==> config.mk <==
export PLATFORM = sky130hd
export DESIGN_NAME = rate_detector
export DESIGN_NICKNAME = d
export VERILOG_FILES = /design/src/rtl/rate_detector.sv
export SDC_FILE = /design/constraint.sdc
export NUM_CORES = 1
export LEC_CHECK = 0
export CORE_UTILIZATION = 45
export CTS_CLUSTER_DIAMETER = 30
export DETAILED_ROUTE_END_ITERATION = 10
export PLACE_DENSITY_LB_ADDON = 0.12
export SYNTH_ARGS = -nofsm -noshare
export SYNTH_HDL_FRONTEND = slang
export SYNTH_SLANG_ARGS = --single-unit
==> constraint.sdc <==
create_clock -name ClockIn -period 9.8 [get_ports ClockIn]
set_clock_uncertainty 0.05 [all_clocks]
set_input_delay 1.47 -clock ClockIn [delete_from_list [all_inputs] [get_ports ClockIn]]
set_output_delay 1.47 -clock ClockIn [all_outputs]
set_load 0.01 [all_outputs]
==> src/rtl/rate_detector.sv <==
// Recovers the 2-bit speed code of a rate divider from its tick stream by measuring
// tick-to-tick periods, classifying them, and locking after consistent repeats.
//
// state   | meaning
// IDLE    | no reference tick yet (after reset or tick loss)
// MEASURE | counting cycles since the last tick
module rate_detector #(
  parameter int CNT_W    = 28,
  parameter int PERIOD_1 = 25000000,
  parameter int PERIOD_2 = 50000000,
  parameter int PERIOD_3 = 100000000,
  parameter int TOL      = 1024,
  parameter int LOCK_N   = 2,
  parameter int TIMEOUT  = 200000000
) (
  input  logic             ClockIn,
  input  logic             Clear_b,
  input  logic             TickIn,
  output logic [1:0]       Speed,
  output logic             Valid,
  output logic [CNT_W-1:0] Period,
  output logic             Sample,
  output logic             Lost
);

  typedef enum logic {IDLE, MEASURE} state_t;

  localparam logic [CNT_W:0]   P1_X      = (CNT_W+1)'(PERIOD_1);
  localparam logic [CNT_W:0]   P2_X      = (CNT_W+1)'(PERIOD_2);
  localparam logic [CNT_W:0]   P3_X      = (CNT_W+1)'(PERIOD_3);
  localparam logic [CNT_W:0]   TOL_X     = (CNT_W+1)'(TOL);
  localparam logic [CNT_W-1:0] CNT_ONE   = CNT_W'(1);
  localparam logic [CNT_W-1:0] TIMEOUT_C = CNT_W'(TIMEOUT);
  localparam logic [2:0]       LOCK_C    = 3'(LOCK_N);
  localparam logic [2:0]       MATCH_ONE = 3'd1;

  state_t           state, state_nxt;
  logic [CNT_W-1:0] cnt, cnt_nxt, cnt_inc;
  logic [2:0]       match, match_nxt, match_run;
  logic [1:0]       prev_code, prev_code_nxt;
  logic [1:0]       speed_nxt;
  logic             valid_nxt;
  logic [CNT_W-1:0] period_nxt;
  logic             sample_nxt;
  logic             lost_nxt;
  logic [1:0]       code;
  logic             code_ok;

  // |c - p| <= TOL, done one bit wider so the difference never wraps
  function automatic logic within_tol(input logic [CNT_W-1:0] c, input logic [CNT_W:0] p);
    logic [CNT_W:0] diff;
    logic [CNT_W:0] mag;
    diff = {1'b0, c} - p;
    mag  = diff[CNT_W] ? -diff : diff;
    return (mag <= TOL_X);
  endfunction

  always_comb begin
    code    = 2'b00;
    code_ok = 1'b1;
    if (cnt == CNT_ONE)            code = 2'b00;
    else if (within_tol(cnt, P1_X)) code = 2'b01;
    else if (within_tol(cnt, P2_X)) code = 2'b10;
    else if (within_tol(cnt, P3_X)) code = 2'b11;
    else                           code_ok = 1'b0;
  end

  always_comb begin
    cnt_inc   = cnt + CNT_ONE;
    match_run = MATCH_ONE;
    if ((match != 3'd0) && (code == prev_code))
      match_run = (match >= LOCK_C) ? LOCK_C : match + MATCH_ONE;
  end

  always_comb begin
    state_nxt     = state;
    cnt_nxt       = cnt;
    match_nxt     = match;
    prev_code_nxt = prev_code;
    speed_nxt     = Speed;
    valid_nxt     = Valid;
    period_nxt    = Period;
    sample_nxt    = 1'b0;
    lost_nxt      = Lost;
    case (state)
      IDLE: begin
        if (TickIn) begin
          state_nxt = MEASURE;
          cnt_nxt   = CNT_ONE;
          lost_nxt  = 1'b0;
        end
      end
      MEASURE: begin
        if (TickIn) begin
          // a tick coinciding with the timeout count still counts as a measurement
          period_nxt = cnt;
          sample_nxt = 1'b1;
          cnt_nxt    = CNT_ONE;
          lost_nxt   = 1'b0;
          if (code_ok) begin
            match_nxt     = match_run;
            prev_code_nxt = code;
            valid_nxt     = (match_run == LOCK_C);
            if (match_run == LOCK_C) speed_nxt = code;
          end else begin
            match_nxt = 3'd0;
            valid_nxt = 1'b0;
          end
        end else if (cnt_inc == TIMEOUT_C) begin
          state_nxt = IDLE;
          cnt_nxt   = '0;
          match_nxt = 3'd0;
          valid_nxt = 1'b0;
          lost_nxt  = 1'b1;
        end else begin
          cnt_nxt = cnt_inc;
        end
      end
      default: state_nxt = IDLE;
    endcase
  end

  always_ff @(posedge ClockIn or negedge Clear_b) begin
    if (!Clear_b) begin
      state     <= IDLE;
      cnt       <= '0;
      match     <= 3'd0;
      prev_code <= 2'b00;
      Speed     <= 2'b00;
      Valid     <= 1'b0;
      Period    <= '0;
      Sample    <= 1'b0;
      Lost      <= 1'b0;
    end else begin
      state     <= state_nxt;
      cnt       <= cnt_nxt;
      match     <= match_nxt;
      prev_code <= prev_code_nxt;
      Speed     <= speed_nxt;
      Valid     <= valid_nxt;
      Period    <= period_nxt;
      Sample    <= sample_nxt;
      Lost      <= lost_nxt;
    end
  end

endmodule
==> impl_results.md <==
* Clock sinks at 67
* Via Count at 8274
* WS Path Type: flop to flop
* Global route total overflow at 0
* GP Congestion at 0.942
* First-pass GRT wire length at 43.9 mm
* Diodes inserted at 0
* Die Height at 134 um
* Top cells by area, synth: dfrtp_1 21%, xnor2_1 5.4%, o21ai_0 5.1%
* Port bufs at 35
* Flops & latches, synth at 67
* Largest net degree at the start of global routing at 68
* Core ar. at 16800 sq um
* PwrDens at 82.9 nW/um^2
* Status: completed
* DP Worst Slack at 4.50 ns
* Post-synth EDFFs at 0
* Hold Path Cell Cnt at 2
* GRT Util Overall at 31.8%
* Dominant synthesized flop cell: dfrtp_1
* Max Buffers Root-to-Sink at 2
* CP startpoint kind: flop
* Die W at 134 um
* RSZ-0062 raised after global routing: false
* Final hold vios at 0
* Asr flop ratio synth at 100%
* TritonCTS buffer count at 9
* Sequential share of the synthesized area at 21.4%
* Worst skew pair latency at 0.36 ns
* Synth warn at 0
* Final period demand of the worst path at 5.45 ns
* Area leader, netlist: dfrtp_1
* Hold_ws at 0.428 ns
* Fmax at 184 MHz
* Actual slew at the worst max-slew pin at 1.12 ns
* Share of layout cells above drive strength 1 at 9.02%
* Static Leak at 3.14 nW
* Reg-to-Reg Start: cnt[9]
* Setup TNS at 0 ns
* VDD IR-drop max at 0.0749 mV
* Setup ws final at 4.35 ns
* Initial antenna violation count at 0
* Yosys top cell area share at 21.4%
* Initial DRC Count at 975
* Period utilisation layout at 55.6%
* Crit path max fanout at 16
* Residual DRC count at 0
* Root Driver: clkbuf_16
* Die area at 18000 sq um
* Area grow syn2layout at 8.18%
* WL/cell at 23.0 um
* Mapped Area at 7850 sq um
* R2R setup slack at 4.35 ns
* Top cells by count, synth: 90 x nor2_1, 85 x nand2_1, 80 x o21ai_0
* Crit path arrival time at 5.63 ns
* Worst-case headroom to the max-slew limit at 25.2%
* R2R depth at 13
* Cts hold-fix bufs at 0
* HP Class: flop to flop
* Ports at 36
* WP data required at 9.99 ns
* Hold endpoint: Period[6]
* Post-CTS setup buffer count at 0
* Setup violators final at 0
* Antenna-violating nets left at 0
* Cells after synthesis at 1031
* Vias per Instance at 6.73
* Vias in the first global route at 7496
* 1st-pass router iterations at 6
* WL final at 28.2 mm
* Initial Util at 46.6%
* Nets@finish at 1025
* Clock-pin slew on the worst setup and hold paths at 0.07 ns
* H-Tree Depth at 3
* HP Start: Period[6]
* DP HPWL at 19.9 mm
* Avg Cell Area, Syn at 7.61 sq um
* Reg2reg end: Speed[0]
* Post-cts gate resize count at 0
* Synth unique cells at 101
* Critical path endpoint category: flop
* Syn nets at 1052
* Max Cap Viol at 0
* # rows at 47
* Fin. max-slew vios at 0
* CTS tree: done
* Most numerous cell in the Yosys netlist: nor2_1
cell type report:
type                       count  area (sq um)
multi-input combinational    853          5690
clock buffer                   9           225
sequential                    67          1680
clock inverter                 7          82.6
tap                          220           275
fill                        1700          8330
inverter                      26          97.6
timing repair buffer          47           438
layer usage:
| layer | up-vias | track usage [%] | wire [um] |
|---|---|---|---|
| li1 | 3852 | - | - |
| met1 | 3955 | 44.0 | 12600 |
| met2 | 384 | 46.9 | 12100 |
| met3 | 83 | 6.20 | 2240 |
| met4 | 0 | 16.3 | 1250 |
| met5 | - | 0 | 0 |
placed cells by master (no fill, tap or decap), drive strengths merged, types with 11 or more instances in the layout:
cell / netlist / final
nand2: 85 / 85
inv: 22 / 26
a31oi: 16 / 16
xnor2: 48 / 48
nor2: 91 / 91
or3: 23 / 23
xor2: 14 / 14
nand2b: 15 / 15
and2: 11 / 11
mux2: 17 / 17
dfrtp: 67 / 67
o21ai: 87 / 87
nor3: 41 / 41
o41ai: 13 / 13
nand3: 41 / 41
clkdlybuf4s50: 0 / 34
buf: 36 / 13
a21oi: 46 / 46
nand4: 27 / 27
ha: 18 / 18
and3: 14 / 14
a211oi: 12 / 12
nor4: 25 / 25
cells by family (layout without fill, tap and decap cells):
logic type / Yosys count / in the layout / share of synthesized area, %
flops: 67 / 67 / 21.4
fa+ha+maj: 18 / 18 / 2.87
simple gates: 448 / 448 / 31.9
buf+inv: 111 / 89 / 6.19
xor+xnor: 62 / 62 / 6.92
mux: 27 / 27 / 3.72
compound gates: 298 / 298 / 27.1
flip-flops by register name, summed over array words and instances, names as in the netlist:
name	count
cnt	28
match	3
state	1
Speed	2
Lost	1
Valid	1
prev_code	2
Sample	1
Period	28
per-stage QoR:
| stage | util [%] | cell area, sq um | std cells | total power (W) |
|---|---|---|---|---|
| after CTS | 50.5 | 8490 | 1229 | 0.000708 |
| after detailed placement | 48.6 | 8180 | 1213 | 0.000358 |
| after global placement | 48.6 | 8180 | 1213 | 0.000358 |
| final | 50.5 | 8490 | 1229 | 0.000704 |
| after global routing | 50.5 | 8490 | 1229 | 0.000730 |
| after floorplan | - | 7850 | 1031 | 0.000331 |
power by group:
group / total [W] / internal, W / switching (W)
clock: 0.000349 / 0.000202 / 0.000148
sequential: 0.000289 / 0.000281 / 0.00000766
combinational: 0.0000650 / 0.0000224 / 0.0000426
total: 0.000704 / 0.000505 / 0.000198
critical path, cell delays in order (launching register included):
cell and delay, ns:
dfrtp_1 0.59, inv_1 0.29, ha_1 0.51, nor4b_4 0.61, o21ai_0 0.30, a311oi_1 0.49
nand3_1 0.31, o41ai_1 0.41, a211oi_1 0.13, nand2b_1 0.17, nor4_1 0.59, o31ai_2 0.23
nor4_4 0.26, mux2_1 0.36
worst max-delay path by stage:
stage | start | end
final | cnt[9] | Speed[0]
after global routing | cnt[9] | Speed[0]
after CTS | cnt[9] | Speed[0]
after detailed placement | cnt[9] | Speed[0]
after global placement | cnt[9] | Speed[0]
after floorplan | cnt[7] | Speed[0]
Power figures use the tool's default switching activity.
